**config.mk**
```make
export PLATFORM = sky130hd
export DESIGN_NAME = gait_step_sequencer
export DESIGN_NICKNAME = d
export VERILOG_FILES = /design/src/rtl/gait_step_sequencer_pkg.sv /design/src/rtl/gait_step_sequencer_tick_gen.sv /design/src/rtl/gait_step_sequencer.sv
export SDC_FILE = /design/constraint.sdc
export NUM_CORES = 1
export LEC_CHECK = 0
export BUFFER_PORTS_ARGS = -buffer_cell sky130_fd_sc_hd__buf_2
export CAP_MARGIN = 0
export CORE_MARGIN = 2
export CORE_UTILIZATION = 40
export DETAILED_ROUTE_END_ITERATION = 7
export PLACE_DENSITY = 0.6
export SLEW_MARGIN = 40
export SYNTH_ARGS = -nofsm -noshare
export SYNTH_HDL_FRONTEND = slang
export SYNTH_SLANG_ARGS = --single-unit
```
**constraint.sdc**
```tcl
create_clock -name clk -period 3.5 [get_ports clk]
set_clock_uncertainty 0.05 [all_clocks]
set_input_delay 0.7 -clock clk [delete_from_list [all_inputs] [get_ports clk]]
set_output_delay 0.7 -clock clk [all_outputs]
set_load 0.05 [all_outputs]
```
**src/rtl/gait_step_sequencer_pkg.sv**
```systemverilog
// Shared definitions for the crabdle gait sequencer: bus widths, FSM encoding,
// board clock defaults and the ROM address stepping helper.
package gait_step_sequencer_pkg;

  localparam int unsigned POS_W       = 8;
  localparam int unsigned SPEED_W     = 4;
  localparam int unsigned CNT_W       = 9;
  localparam int unsigned DEF_CLK_HZ  = 12000000;
  localparam int unsigned DEF_STEP_HZ = 50;

  typedef enum logic {
    ST_IDLE = 1'b0,
    ST_RUN  = 1'b1
  } state_t;

  // Next ROM address with wrap at both ends of 0..last.
  function automatic logic [POS_W-1:0] step_addr(
    input logic [POS_W-1:0] pos,
    input logic             down,
    input logic [POS_W-1:0] last
  );
    if (down) begin
      step_addr = (pos == 8'd0) ? last : pos - 8'd1;
    end else begin
      step_addr = (pos == last) ? 8'd0 : pos + 8'd1;
    end
  endfunction

endpackage

```
**src/rtl/gait_step_sequencer_tick_gen.sv**
```systemverilog
// Servo-period prescaler: while run is high, pulses tick for one clock every DIV clocks.
// Held at zero when not running so the first tick always lands DIV clocks after run rises.
module gait_step_sequencer_tick_gen #(
  parameter int unsigned DIV = 10
) (
  input  logic clk,
  input  logic rstn,
  input  logic run,
  output logic tick
);

  localparam int unsigned CW = (DIV > 1) ? $clog2(DIV) : 1;
  localparam logic [CW-1:0] LAST = CW'(DIV - 1);

  logic [CW-1:0] cnt;

  // Prescaler counter, cleared whenever the sequencer is idle.
  always_ff @(posedge clk or negedge rstn) begin
    if (!rstn) begin
      cnt <= '0;
    end else if (!run) begin
      cnt <= '0;
    end else if (cnt == LAST) begin
      cnt <= '0;
    end else begin
      cnt <= cnt + CW'(1);
    end
  end

  assign tick = run && (cnt == LAST);

endmodule

```
**src/rtl/gait_step_sequencer.sv**
```systemverilog
// Gait step sequencer: walks the servo ROM address forward/backward at a programmable
// rate from a per-leg phase, looping or one-shot, and pulses cycle_done on each full sweep.
module gait_step_sequencer
  import gait_step_sequencer_pkg::*;
#(
  parameter int unsigned CLK_HZ   = DEF_CLK_HZ,
  parameter int unsigned STEP_HZ  = DEF_STEP_HZ,
  parameter int unsigned ROM_SIZE = 64,
  parameter int unsigned PHASE    = 0
) (
  input  logic               clk,
  input  logic               rstn,
  input  logic               start,
  input  logic               stop,
  input  logic               loop_mode,
  input  logic               dir,
  input  logic [SPEED_W-1:0] speed,
  output logic [POS_W-1:0]   position,
  output logic               enable,
  output logic               busy,
  output logic               cycle_done
);

  localparam int unsigned DIV = CLK_HZ / STEP_HZ;
  localparam logic [POS_W-1:0] PHASE_ADDR = POS_W'(PHASE);
  localparam logic [POS_W-1:0] LAST_ADDR  = POS_W'(ROM_SIZE - 1);
  localparam logic [CNT_W-1:0] FULL_CNT   = CNT_W'(ROM_SIZE);

  if (ROM_SIZE < 2 || ROM_SIZE > 256) begin : g_bad_rom_size
    $error("gait_step_sequencer: ROM_SIZE must be 2..256");
  end
  if (PHASE >= ROM_SIZE) begin : g_bad_phase
    $error("gait_step_sequencer: PHASE must be below ROM_SIZE");
  end
  if (DIV < 2) begin : g_bad_div
    $error("gait_step_sequencer: CLK_HZ/STEP_HZ must be at least 2");
  end

  state_t             state;
  logic [SPEED_W-1:0] spd_cnt;
  logic [CNT_W-1:0]   step_cnt;
  logic               last_dir;
  logic               tick;
  logic [POS_W-1:0]   next_pos;
  logic [CNT_W-1:0]   next_cnt;
  logic               sweep_done;

  gait_step_sequencer_tick_gen #(
    .DIV (DIV)
  ) u_tick_gen (
    .clk  (clk),
    .rstn (rstn),
    .run  (state == ST_RUN),
    .tick (tick)
  );

  // Address and same-direction step count the next step would produce.
  always_comb begin
    next_pos   = step_addr(position, dir, LAST_ADDR);
    next_cnt   = '0;
    sweep_done = 1'b0;
    if (dir != last_dir) begin
      next_cnt = CNT_W'(1);
    end else begin
      next_cnt = step_cnt + CNT_W'(1);
    end
    // Once a full sweep's worth of steps is banked, the next arrival at PHASE completes it.
    if ((next_pos == PHASE_ADDR) && (next_cnt >= FULL_CNT)) begin
      sweep_done = 1'b1;
    end else begin
      sweep_done = 1'b0;
    end
  end

  // Sequencer FSM with all outputs registered.
  always_ff @(posedge clk or negedge rstn) begin
    if (!rstn) begin
      state      <= ST_IDLE;
      position   <= PHASE_ADDR;
      enable     <= 1'b0;
      busy       <= 1'b0;
      cycle_done <= 1'b0;
      spd_cnt    <= '0;
      step_cnt   <= '0;
      last_dir   <= 1'b0;
    end else begin
      cycle_done <= 1'b0;
      case (state)
        ST_IDLE: begin
          if (start && !stop) begin
            state    <= ST_RUN;
            position <= PHASE_ADDR;
            enable   <= 1'b1;
            busy     <= 1'b1;
            spd_cnt  <= '0;
            step_cnt <= '0;
            last_dir <= dir;
          end else begin
            state <= ST_IDLE;
          end
        end
        ST_RUN: begin
          if (stop) begin
            state  <= ST_IDLE;
            enable <= 1'b0;
            busy   <= 1'b0;
          end else if (tick) begin
            // >= so that lowering speed below the running count steps on the next tick.
            if (spd_cnt >= speed) begin
              spd_cnt  <= '0;
              position <= next_pos;
              last_dir <= dir;
              if (sweep_done) begin
                cycle_done <= 1'b1;
                step_cnt   <= '0;
                if (!loop_mode) begin
                  state  <= ST_IDLE;
                  enable <= 1'b0;
                  busy   <= 1'b0;
                end else begin
                  state <= ST_RUN;
                end
              end else begin
                step_cnt <= next_cnt;
              end
            end else begin
              spd_cnt <= spd_cnt + SPEED_W'(1);
            end
          end else begin
            state <= ST_RUN;
          end
        end
        default: begin
          state  <= ST_IDLE;
          enable <= 1'b0;
          busy   <= 1'b0;
        end
      endcase
    end
  end

endmodule
```
# Word level (Yosys, flattened, before mapping)
# Index checks and enable logic that the tools add are counted.
# totals
ff_bits	43
inputBits	10
out_inout_bits	11
wordCells	83
# classes
add_sub_neg	5
order_cmp	2
eq_ne	11
muxes	47
n_bitwise	1
reduce_logical	9
# op_table
cell	n
$mux 8	7
$mux 9	6
$mux 18	2
$mux 1	22
$add 18x1->18 const B	1
$eq 18x18->1 const B	1
$pmux 9 s2	1
$logic_not 8->1	2
$mux 4	4
$pmux 8 s2	1
$add 9x1->9 const B	1
$ge 9x7->1 const B	1
$ne 3x2->1 const B	3
$add 8x1->8 const B	1
$eq 8x6->1 const B	1
$pmux 4 s2	1
$sub 8x1->8 const B	1
$pmux 1 s2	3
$reduce_and 5->1	1
$add 4x1->4 const B	1
$ge 4x4->1	1
$ne 2x1->1 const B	2
$ne 2x2->1 const B	2
$reduce_and 4->1	1
other kinds (6)	8

# Longest topological paths before layout
# depth
word_depth	11
depth_mapped	10
mapped_depth_nobuf	8

# Hierarchy
# Synthesis repeated with hierarchy kept, for this count alone.
# unflattened
hier_cells	313
area_unflattened_um2	2770.2
# modules_own_cells
module	instances	cells_per_inst	area_per_inst_um2	seq_area_each_um2
gait_step_sequencer	1	221	1855.5	625.6
gait_step_sequencer_tick_gen	1	92	914.6	450.4

# Worst setup path after synthesis
# Ideal clock, no wire load.
# synth_path
path_kind	register -> register
start	register position[0]
end	register busy
setup_time_ns	0.124
t_arrival_ns	2.622
t_required_ns	3.326
path_slack_ns	0.704
path_stages_with_launch	8
n_path_buf	0
synth_period_minus_slack_ns	2.796
cell_sequence	dfrtp_1 -> ha_1 -> or3b_1 -> nor4_1 -> o22ai_1 -> a2111o_1 -> or2_1 -> o31a_1
# synth_between
elab_chain_cells	8
# synth_lines
element	line_no	rtl
from (decl)	gait_step_sequencer.sv:18	output logic [POS_W-1:0] position,
from (signal assigned)	gait_step_sequencer.sv:111	position <= next_pos;
$add 8x1->8, or another cell as far along	gait_step_sequencer_pkg.sv:25	step_addr = (pos == last) ? 8'd0 : pos + 8'd1;
$mux 8 (on tied branches)	gait_step_sequencer_pkg.sv:25, gait_step_sequencer_pkg.sv:23	
$mux 8 *	gait_step_sequencer_pkg.sv:22	if (down) begin
$logic_not 8->1 *	gait_step_sequencer.sv:68	if ((next_pos == PHASE_ADDR) && (next_cnt >= FULL_CNT)) begin
$logic_and 1x1->1 *	gait_step_sequencer.sv:68	
$mux 1 *	gait_step_sequencer.sv:68	
$ne 3x2->1 (no source line) *	-	
$reduce_and 5->1 (no source line) *	-	
to (signal assigned)	gait_step_sequencer.sv:81	busy <= 1'b0;
to (signal assigned)	gait_step_sequencer.sv:94	busy <= 1'b1;
to (signal assigned)	gait_step_sequencer.sv:106	busy <= 1'b0;
to (decl)	gait_step_sequencer.sv:20	output logic busy,
# Every way passes the cells marked *; elsewhere a longest branch is shown, timed or not.
# A chain may end at the register's enable or synchronous reset.

# Final worst setup path
# layout_path
start	register position[0]
end	register state
# layout_between
elab_chain_cells	11
# layout_lines
element	line_no	rtl
$add 8x1->8, or another cell as far along	gait_step_sequencer_pkg.sv:25	
$mux 8 (on tied branches)	gait_step_sequencer_pkg.sv:25, gait_step_sequencer_pkg.sv:23	
$mux 8 *	gait_step_sequencer_pkg.sv:22	
$logic_not 8->1 *	gait_step_sequencer.sv:68	
$logic_and 1x1->1 *	gait_step_sequencer.sv:68	
$mux 1 *	gait_step_sequencer.sv:68	
$mux 1 *	gait_step_sequencer.sv:113	if (sweep_done) begin
$mux 1 *	gait_step_sequencer.sv:109	if (spd_cnt >= speed) begin
$mux 1 *	gait_step_sequencer.sv:107	end else if (tick) begin
$mux 1 *	gait_step_sequencer.sv:103	if (stop) begin
$pmux 1 s2 *	gait_step_sequencer.sv:88	case (state)
to (signal assigned)	gait_step_sequencer.sv:91	state <= ST_RUN;
to (signal assigned)	gait_step_sequencer.sv:104	state <= ST_IDLE;
to (signal assigned)	gait_step_sequencer.sv:117	state <= ST_IDLE;
to (decl)	gait_step_sequencer.sv:39	state_t state;
# Marks and branches as above.

==> metrics.csv <==
stage,metric,value,unit
placed_design,Final HPWL DP,4270,um
yosys,synthesized instance count,330,
power,pwr dens,501.5,nW/um2
clocking,"Clk Latency, worst-skew pair",0.30,ns
route,Routed Antenna Nets,0,
outcome,status,"finished, final reports clean",
sta,fin crit period,2.925,ns
worst_setup_path,"critical path, cell by cell",ha_1 > or3b_1 > nor4_1 > o22ai_1 > a2111o_1 > or2_1 > o31a_1,
sta,Hold WS,0.3314,ns
global_routing,first-pass GRT wire length,10790,um
worst_setup_path,Worst Setup End Kind,flop,
die,die span in y,88.27,um
global_routing,gr ovfl total,0,
placed_design,Placed Cells,429,
final_layout,"commonest non-fill, non-tap cell in the layout",dfrtp_1,
worst_setup_path,crit path kind,flop to flop,
yosys,Yosys cell types,63,
sta,actual slew at the worst max-slew pin,0.6679,ns
global_routing,Total GRT Usage,17.50,%
yosys,Mapped Area,2840,um2
yosys,"Avg Cell Area, Syn",8.607,um2
final_layout,layout cells sized above 1,12.02,%
clocking,H-tree depth,2,
sta,Pins Over Slew Limit,0,
sta,Final period util,83.57,%
route,DR vias,2378,
yosys,Mapped Nets,350,
worst_setup_path,worst path bufs/invs,0,
min_path,Hold Path Class,primary input to async pin,
placed_design,number of port buffers,20,
clocking,Post-CTS Setup Repair Bufs,0,
placed_design,RePlAce Congestion,0.7865,
worst_setup_path,R2R Setup Slk,0.58,ns
die,I/O pins,21,
die,Starting Density,41.58,%
global_routing,initial antenna violation count,0,
yosys,"Seq/Total Area, Yosys",37.89,%
global_routing,vias in the first global route,2346,
route,drt wl/cell,14.10,um
yosys,number of synthesized flops with an enable pin,0,
worst_setup_path,slowest CP cell,a2111o_1,
clocking,Clock Path Buffers,2,
route,number of DRC markers in iteration 0,77,
route,DR vias/cell,5.442,
final_layout,fin nets,360,
global_routing,largest net degree at the start of global routing,44,
final_layout,"Area growth, synth to finish",8.766,%
die,Die W,88.27,um
power,Max VDD drop,253.7,uV
clocking,total CTS buffers,5,
yosys,asr flop ratio synth,100.0,%
yosys,Ys Warns,0,
sta,RSZ-0062 raised after global routing,no,
clocking,CTS sink count,43,
route,Post-Route WL,6163,um
clocking,cts repair resizes,0,
worst_setup_path,Worst Path Arrival,3.06,ns
clocking,root buf cell,clkbuf_8,
final_layout,most frequent cells in the layout,"43 x dfrtp_1, 38 x nand2_1, 33 x nor2_1",
sta,Fmax,0.3419,GHz
route,DR DRC count,0,
worst_setup_path,crit-path max cell delay,0.52,ns
clocking,CTS tree,done,
yosys,Most used DFF post-synth,dfrtp_1,
sta,setup TNS,0,ns
worst_setup_path,Setup crit start kind,flop,
clocking,Worst-path clk slew,0.08,ns
sta,"Setup violations, final",0,
sta,Max-slew headroom,55.47,%
run,max-cap viol count,0,
power,static leakage,1.305,nW
die,# rows,30,
yosys,synthesis-stage register bit count,43,
worst_setup_path,top cell family by delay on the critical path,simple AND/OR/NAND/NOR gates,
final_layout,Finished Layout Cells,437,
die,Core Box Area,6832,um2
worst_setup_path,CP Max Fanout,11,
worst_setup_path,worst endpoint required time,3.63,ns
clocking,cts hold-fix bufs,0,
sta,Final Hold Viols,0,
route,DR pass1 iterations,4,
final_layout,Antenna Cells,0,
die,die area,7791,um2
synth_stat cells (4+ instances only):
cell	count	area share, %
a21oi_1	13	2.3
nand4_1	6	1.3
and2_1	4	0.88
ha_1	10	4.4
nand3_1	23	4.1
nor3_1	6	1.1
o21ai_0	6	1.1
nor2_1	33	4.4
o31ai_1	4	1.1
dfrtp_1	43	38
o21ai_1	6	1.1
nand2b_1	4	0.88
and4_1	5	1.5
buf_2	5	0.88
clkbuf_1	13	1.7
o211ai_1	9	2.4
xnor2_1	8	2.5
xor2_1	11	3.4
and3_1	9	2.0
inv_1	12	1.6
or2_1	5	1.1
nand2_1	38	5.0
path summary, 6_finish.rpt:
path                             startpoint                 end  depth (start not counted)
worst max-delay path            position[0]               state                          7
worst min-delay path                   rstn  u_tick_gen.cnt[12]                          1
worst max register to register  position[0]               state                          7
worst min register to register     last_dir            last_dir                          2
max in group asynchronous              rstn         step_cnt[8]                          1
min in group clk                   last_dir            last_dir                          2
through the flow:
step                      total power [W]  worst slack, ns  instance area [um2]  utilization [%]
after floorplan                  0.001097           0.7045                 2840                -
after global placement           0.001238           0.4862                 2990            43.77
after detailed placement         0.001246           0.4387                 3004            43.97
after CTS                        0.001567           0.5712                 3089            45.22
after global routing             0.001652           0.4170                 3089            45.22
final                            0.001549           0.5751                 3089            45.22
layer usage:
layer	routed length [um]	global-route usage, %	up-vias
li1	-	-	1203
met1	3016	24.12	1139
met2	2925	28.09	31
met3	178	2.799	5
met4	43	6.061	0
met5	0	0	-
state kept, by name (all words and copies together), names as in the netlist:
name / flops
state: 1
spd_cnt: 4
step_cnt: 9
u_tick_gen.cnt: 18
cycle_done: 1
position: 8
last_dir: 1
busy: 1
kinds of logic (layout without fill, tap and decap cells):
group | Yosys count | after routing | share of synthesized area (%)
muxes | 2 | 2 | 0.7489
AOI/OAI and AO/OA | 64 | 64 | 15.60
buffers and inverters | 32 | 43 | 4.846
adders and majority gates | 10 | 10 | 4.405
DFF | 43 | 43 | 37.89
and+or+nand+nor | 160 | 160 | 30.66
xor gates and xnor gates | 19 | 19 | 5.859
report_power, final:
| part | internal (W) | leakage, nW | switching [W] |
|---|---|---|---|
| combinational | 0.000214 | 0.680 | 0.000365 |
| clock | 0.000140 | 0.0412 | 0.000172 |
| sequential | 0.000537 | 0.584 | 0.000121 |
layout make-up:
cell class	instances	area (um2)
Clock buffer	6	72.57
Clock inverter	2	12.51
Fill cell	698	3742
Inverter	12	45.04
Multi-Input combinational cell	255	1638
Sequential cell	43	1076
Tap cell	96	120.1
Timing Repair Buffer	23	125.1
(Power assumes the default switching activity.)
